[src/rtl/seg_pkg.sv]
// Shared types and constants for the 4-digit 7-segment scan controller.
package seg_pkg;

    localparam int unsigned DIGIT_W    = 4;
    localparam int unsigned SEG_W      = 7;
    localparam int unsigned AN_W       = 4;

    // Slot order: SLOT0 shows the thousands digit on an[3], SLOT3 the units on an[0]
    typedef enum logic [1:0] {
        SLOT0 = 2'd0,
        SLOT1 = 2'd1,
        SLOT2 = 2'd2,
        SLOT3 = 2'd3
    } slot_e;

    // Active-low cathode patterns, bit order {g,f,e,d,c,b,a}
    localparam logic [SEG_W-1:0] SEG_BLANK = 7'b1111111;
    localparam logic [SEG_W-1:0] SEG_DASH  = 7'b0111111;
    localparam logic [AN_W-1:0]  AN_OFF    = 4'b1111;

    // Digit pattern table, element n holds the pattern for decimal n
    localparam logic [9:0][SEG_W-1:0] SEG_TABLE = {
        7'b0010000,   // 9
        7'b0000000,   // 8
        7'b1111000,   // 7
        7'b0000010,   // 6
        7'b0010010,   // 5
        7'b0011001,   // 4
        7'b0110000,   // 3
        7'b0100100,   // 2
        7'b1111001,   // 1
        7'b1000000    // 0
    };

    // Coherent per-frame copy of the display inputs
    typedef struct packed {
        logic [DIGIT_W-1:0] d1;
        logic [DIGIT_W-1:0] d2;
        logic [DIGIT_W-1:0] d3;
        logic [DIGIT_W-1:0] d4;
        logic               blank_lz;
    } snapshot_t;

    // Active-low anode enable for a slot
    function automatic logic [AN_W-1:0] slot_anode(input slot_e s);
        logic [AN_W-1:0] a;
        case (s)
            SLOT0: a = 4'b0111;
            SLOT1: a = 4'b1011;
            SLOT2: a = 4'b1101;
            SLOT3: a = 4'b1110;
        endcase
        return a;
    endfunction

    // Scan order successor
    function automatic slot_e slot_next(input slot_e s);
        slot_e n;
        case (s)
            SLOT0: n = SLOT1;
            SLOT1: n = SLOT2;
            SLOT2: n = SLOT3;
            SLOT3: n = SLOT0;
        endcase
        return n;
    endfunction

endpackage

[src/rtl/seg7_decoder.sv]
// BCD digit to active-low 7-segment pattern; non-BCD codes show a dash.
module seg7_decoder
    import seg_pkg::*;
(
    input  logic [DIGIT_W-1:0] digit,
    output logic [SEG_W-1:0]   seg_c
);

    // Table lookup for 0-9, dash for everything else
    always_comb begin
        seg_c = SEG_DASH;
        case (digit)
            4'd0: seg_c = SEG_TABLE[0];
            4'd1: seg_c = SEG_TABLE[1];
            4'd2: seg_c = SEG_TABLE[2];
            4'd3: seg_c = SEG_TABLE[3];
            4'd4: seg_c = SEG_TABLE[4];
            4'd5: seg_c = SEG_TABLE[5];
            4'd6: seg_c = SEG_TABLE[6];
            4'd7: seg_c = SEG_TABLE[7];
            4'd8: seg_c = SEG_TABLE[8];
            4'd9: seg_c = SEG_TABLE[9];
            default: seg_c = SEG_DASH;
        endcase
    end

endmodule

[src/rtl/seg_scan_controller.sv]
// Time-multiplexes four BCD digits onto a shared 4-anode 7-segment display,
// taking a coherent snapshot of the digits once per frame.
module seg_scan_controller
    import seg_pkg::*;
#(
    parameter int unsigned REFRESH_DIV = 100000,
    parameter int unsigned CNT_W       = 17
)(
    input  logic               clk,
    input  logic               rst,
    input  logic [DIGIT_W-1:0] digit1,
    input  logic [DIGIT_W-1:0] digit2,
    input  logic [DIGIT_W-1:0] digit3,
    input  logic [DIGIT_W-1:0] digit4,
    input  logic               blank_lz,
    output logic [AN_W-1:0]    an,
    output logic [SEG_W-1:0]   seg,
    output logic               frame_tick
);

    localparam logic [CNT_W-1:0] CNT_LAST = CNT_W'(REFRESH_DIV - 1);

    logic [CNT_W-1:0] cnt_q, cnt_d;
    slot_e            slot_q, slot_d;
    logic             run_q, run_d;
    snapshot_t        shadow_q, shadow_d;
    logic [AN_W-1:0]  an_q, an_d;
    logic [SEG_W-1:0] seg_q, seg_d;
    logic             frame_tick_q, frame_tick_d;

    logic               tick_c;
    logic               enter0_c;
    logic               blank_c;
    logic [DIGIT_W-1:0] sel_digit_c;
    logic [SEG_W-1:0]   dec_seg_c;
    snapshot_t          live_c;

    assign tick_c = (cnt_q == CNT_LAST);

    // Prescaler: 0..REFRESH_DIV-1, wrapping on tick
    always_comb begin
        cnt_d = cnt_q + CNT_W'(1);
        if (tick_c) begin
            cnt_d = '0;
        end
    end

    // Slot sequencer; the first tick after reset enters SLOT0 instead of advancing
    always_comb begin
        slot_d = slot_q;
        run_d  = run_q;
        if (tick_c) begin
            run_d  = 1'b1;
            slot_d = run_q ? slot_next(slot_q) : SLOT0;
        end
    end

    assign enter0_c = tick_c && (slot_d == SLOT0);

    // Snapshot capture on frame entry; shadow_d is also the view used for this update
    always_comb begin
        live_c   = '{d1: digit1, d2: digit2, d3: digit3, d4: digit4, blank_lz: blank_lz};
        shadow_d = shadow_q;
        if (enter0_c) begin
            shadow_d = live_c;
        end
    end

    // Digit select and leading-zero suppression for the slot being entered
    always_comb begin
        sel_digit_c = shadow_d.d4;
        blank_c     = 1'b0;
        case (slot_d)
            SLOT0: begin
                sel_digit_c = shadow_d.d1;
                blank_c     = shadow_d.blank_lz && (shadow_d.d1 == 4'd0);
            end
            SLOT1: begin
                sel_digit_c = shadow_d.d2;
                blank_c     = shadow_d.blank_lz && (shadow_d.d1 == 4'd0)
                              && (shadow_d.d2 == 4'd0);
            end
            SLOT2: begin
                sel_digit_c = shadow_d.d3;
                blank_c     = shadow_d.blank_lz && (shadow_d.d1 == 4'd0)
                              && (shadow_d.d2 == 4'd0) && (shadow_d.d3 == 4'd0);
            end
            SLOT3: begin
                sel_digit_c = shadow_d.d4;
                blank_c     = 1'b0;
            end
        endcase
    end

    seg7_decoder u_dec (
        .digit (sel_digit_c),
        .seg_c (dec_seg_c)
    );

    // Output update only on tick; frame_tick marks the SLOT0 update
    always_comb begin
        an_d         = an_q;
        seg_d        = seg_q;
        frame_tick_d = 1'b0;
        if (tick_c) begin
            frame_tick_d = enter0_c;
            if (blank_c) begin
                an_d  = AN_OFF;
                seg_d = SEG_BLANK;
            end else begin
                an_d  = slot_anode(slot_d);
                seg_d = dec_seg_c;
            end
        end
    end

    // State and output registers with synchronous reset
    always_ff @(posedge clk) begin
        if (rst) begin
            cnt_q        <= '0;
            slot_q       <= SLOT0;
            run_q        <= 1'b0;
            shadow_q     <= '0;
            an_q         <= AN_OFF;
            seg_q        <= SEG_BLANK;
            frame_tick_q <= 1'b0;
        end else begin
            cnt_q        <= cnt_d;
            slot_q       <= slot_d;
            run_q        <= run_d;
            shadow_q     <= shadow_d;
            an_q         <= an_d;
            seg_q        <= seg_d;
            frame_tick_q <= frame_tick_d;
        end
    end

    assign an         = an_q;
    assign seg        = seg_q;
    assign frame_tick = frame_tick_q;

endmodule

[config.mk]
export PLATFORM = sky130hd
export DESIGN_NAME = seg_scan_controller
export DESIGN_NICKNAME = d
export VERILOG_FILES = /design/src/rtl/seg_pkg.sv /design/src/rtl/seg7_decoder.sv /design/src/rtl/seg_scan_controller.sv
export SDC_FILE = /design/constraint.sdc
export NUM_CORES = 1
export LEC_CHECK = 0
export BUFFER_PORTS_ARGS = -buffer_cell sky130_fd_sc_hd__buf_2
export CAP_MARGIN = 20
export CELL_PAD_IN_SITES_DETAIL_PLACEMENT = 0
export CELL_PAD_IN_SITES_GLOBAL_PLACEMENT = 1
export CORE_ASPECT_RATIO = 0.5
export CORE_MARGIN = 2
export CORE_UTILIZATION = 38
export DETAILED_ROUTE_END_ITERATION = 10
export PLACE_DENSITY_LB_ADDON = 0.2
export SLEW_MARGIN = 10
export SYNTH_ARGS = -nofsm -noshare
export SYNTH_HDL_FRONTEND = slang
export SYNTH_SLANG_ARGS = --single-unit
[constraint.sdc]
create_clock -name clk -period 3.3 [get_ports clk]
set_input_delay 0.66 -clock clk [delete_from_list [all_inputs] [get_ports clk]]
set_output_delay 0.66 -clock clk [all_outputs]
set_load 0.1 [all_outputs]
==> run_results.csv <==
group,metric,value,unit
global_routing,gr-total-overflow,0,
timing,setup_viol,0,
detailed_routing,drtIter0Drc,153,
yosys,synth_most_common_cell,"nand2_1",
power_and_ir_drop,p_per_area,413,nW/um^2
yosys,synthDistinctLibCells,46,
timing,fin_tns_setup,0,ns
final_layout,area.growth.synth_to_final,19.9,%
setup_path,worstSetupPathType,"reg2reg",
detailed_routing,vias,2139,
floorplanning,num_rows,20,
clock_tree,cts.clk_slew.worst_paths,0.06,ns
global_routing,track_usage,0.178,
timing,max_slew_margin,0.633,
job,maxCapViolCount,0,
clock_tree,cts_max_level,2,
place,gp_congestion,0.885,
detailed_routing,post-route-drc-count,0,
setup_path,slowest_stage,"dfxtp_1",
clock_tree,cts_tree,"yes",
final_layout,nNetsFinal,358,
timing,tightest_slew,0.545,ns
detailed_routing,post_drt_via_cell_ratio,5.12,
detailed_routing,drt-pass1-iter-count,4,
yosys,synth_common_cells,"50 x nand2_1, 49 x dfxtp_1, 41 x nor2_1",
final_layout,layout-drive-gt1-share,0.179,
yosys,netlist_instances,293,
timing,finClkSkew,0.00620,ns
floorplanning,num_io_pins,31,
power_and_ir_drop,p_leak,1.10,nW
place,post-place-ws,0.0847,ns
yosys,synthFlopType,"dfxtp_1",
clock_tree,clock_path_buffers,2,
setup_path,cpPeakStageDelay,0.42,ns
clock_tree,cts_buffers,5,
power_and_ir_drop,peakVddDrop,0.000183,V
yosys,synth_area_leaders,"dfxtp_1 41%, nand2_1 7.8%, nor2_1 6.4%",
floorplanning,fp.dieArea,7020,sq um
setup_path,worstPathArrival,3.32,ns
detailed_routing,wl,5680,microns
timing,maxSlewViolCount,0,
place,numPortBuffers,30,
min_path,hp-class,"reg2reg",
yosys,yosysSeqAreaShare,0.408,
timing,fin_crit_sh,0.955,
global_routing,antenna_found_initial,0,
yosys,syn-num-nets,321,
floorplanning,die_x,117,microns
setup_path,crit_path_start_kind,"flop",
setup_path,crit_fanout,5,
floorplanning,initial_utilization,0.395,
yosys,synth-edff-count,0,
clock_tree,clk_latency,0.29,ns
yosys,synth_top_area_cell,"dfxtp_1",
timing,setup_ws,0.148,ns
final_layout,post-route-util,0.474,
floorplanning,core,6080,sq um
setup_path,worstPathRequired,3.47,ns
clock_tree,cts.sinks,49,
yosys,async_reset_ff_frac,0,
clock_tree,root_buffer,"clkbuf_16",
timing,period_needed,3.15,ns
yosys,syn_avg_cell_area,8.21,sq um
place,hpwl,4270,microns
detailed_routing,routedWlPerCell,13.6,microns
timing,hold_viol_final,0,
setup_path,end_kind,"flop",
global_routing,first_global_vias,2061,
yosys,netlist_area,2400,sq um
timing,timing.fmax,317,MHz
global_routing,grt_max_degree,29,
clock_tree,cts_hold_buf,0,
status,outcome,"finished clean",
setup_path,path_cells,"inv_1, ha_1, o31ai_2, nor2_1, mux2_2, a22o_1, a311oi_1, inv_1, ha_1, a21oi_1, a2111oi_2, nor3_1",
floorplanning,die_h,60.3,microns
yosys,yosysTopAreaCellShare,0.408,
yosys,synth_seq_cells,49,
timing,rsz0062_at_grt,"true",
global_routing,grt_pass1_wl,9620,microns
detailed_routing,antenna_left,0,
final_layout,antenna_cells,0,
yosys,synth_warnings,0,
power breakdown:
part           leakage (nW)  switching, W  internal, W  total [W]
logic                 0.629     0.0000177    0.0000128  0.0000305
clock network        0.0797      0.000212     0.000352   0.000564
registers             0.396    0.00000303     0.000594   0.000597
total                  1.10      0.000233     0.000959    0.00119
stage by stage:
step / cell area, sq um / instances / power, W / hold slack, ns
final: 2880 / 418 / 0.00119 / 0.460
after global routing: 2880 / 418 / 0.00124 / 0.495
after CTS: 2870 / 418 / 0.00121 / 0.464
after detailed placement: 2710 / 411 / 0.000642 / 0.454
after global placement: 2710 / 411 / 0.000641 / 0.439
after floorplan: 2400 / 293 / 0.000625 / 0.426
worst paths after layout:
check | start | end | slack, ns | cells past startpoint
worst min-delay path | cnt_q[0] | cnt_q[0] | 0.46 | 1
worst max register to register | slot_q[0] | seg[3] | 0.15 | 12
worst max-delay path | slot_q[0] | seg[3] | 0.15 | 12
worst min register to register | cnt_q[0] | cnt_q[0] | 0.46 | 1
layer usage:
metal	share of wire	track usage	vias to the layer above
met5	0	0	-
met4	0.012	0.0510	0
met3	0.046	0.0497	10
met2	0.43	0.283	35
met1	0.51	0.238	1002
li1	-	-	1092
worst max-delay path: cells and delay by family, from the launching register on:
| kind | cells | cell delay (ns) |
|---|---|---|
| AND/OR/NAND/NOR | 2 | 0.17 |
| flip-flops | 1 | 0.42 |
| multiplexers | 1 | 0.32 |
| AO/OA/AOI/OAI | 5 | 1.17 |
| adder cells (fa/ha/maj) | 2 | 0.69 |
| buffers and inverters | 2 | 0.26 |
sequential cells by signal, summed over array words and instances (netlist names):
signal and flops:
slot_q 2, seg 7, an 4, run_q 1, shadow_q 17, cnt_q 17, frame_tick 1
cell families after synthesis:
logic type / count (synthesis) / share of synthesized area
flip-flops: 49 / 0.408
XOR/XNOR: 14 / 0.0510
adder cells (fa/ha/maj): 9 / 0.0468
multiplexers: 10 / 0.0421
buffers and inverters: 22 / 0.0349
AND/OR/NAND/NOR: 130 / 0.259
AO/OA/AOI/OAI: 59 / 0.159
cell usage in the layout, fill, tap and decap left out, drive strengths merged, types with 3 or more instances in the layout:
cell type / netlist / final
nand4: 3 / 3
nand2: 50 / 50
nand3: 8 / 8
a211oi: 4 / 4
o21ai: 7 / 7
buf: 2 / 42
xnor2: 4 / 4
nor3: 5 / 5
mux2i: 9 / 9
inv: 10 / 10
nor4: 5 / 5
a21oi: 28 / 28
and2: 3 / 3
or4: 3 / 3
ha: 9 / 9
clkbuf: 10 / 5
nand2b: 5 / 5
xor2: 10 / 10
nor2: 41 / 41
dfxtp: 49 / 49
repair_timing:
item | 4_1_cts | 5_1_grt
setup endpoints to repair | 0 | 5
setup buffers | 0 | 0
endpoints found under the hold margin | 0 | 0
gates resized for setup | 0 | 4
final cells by class:
type                       instances  area (sq um)
clock buffer                       5           125
clock inverter                     2          35.0
fill                             615          3200
inverter                          10          37.5
multi-input combinational        222          1360
sequential                        49           981
tap                               88           110
timing repair buffer              42           240
Power figures use the tool's default switching activity.
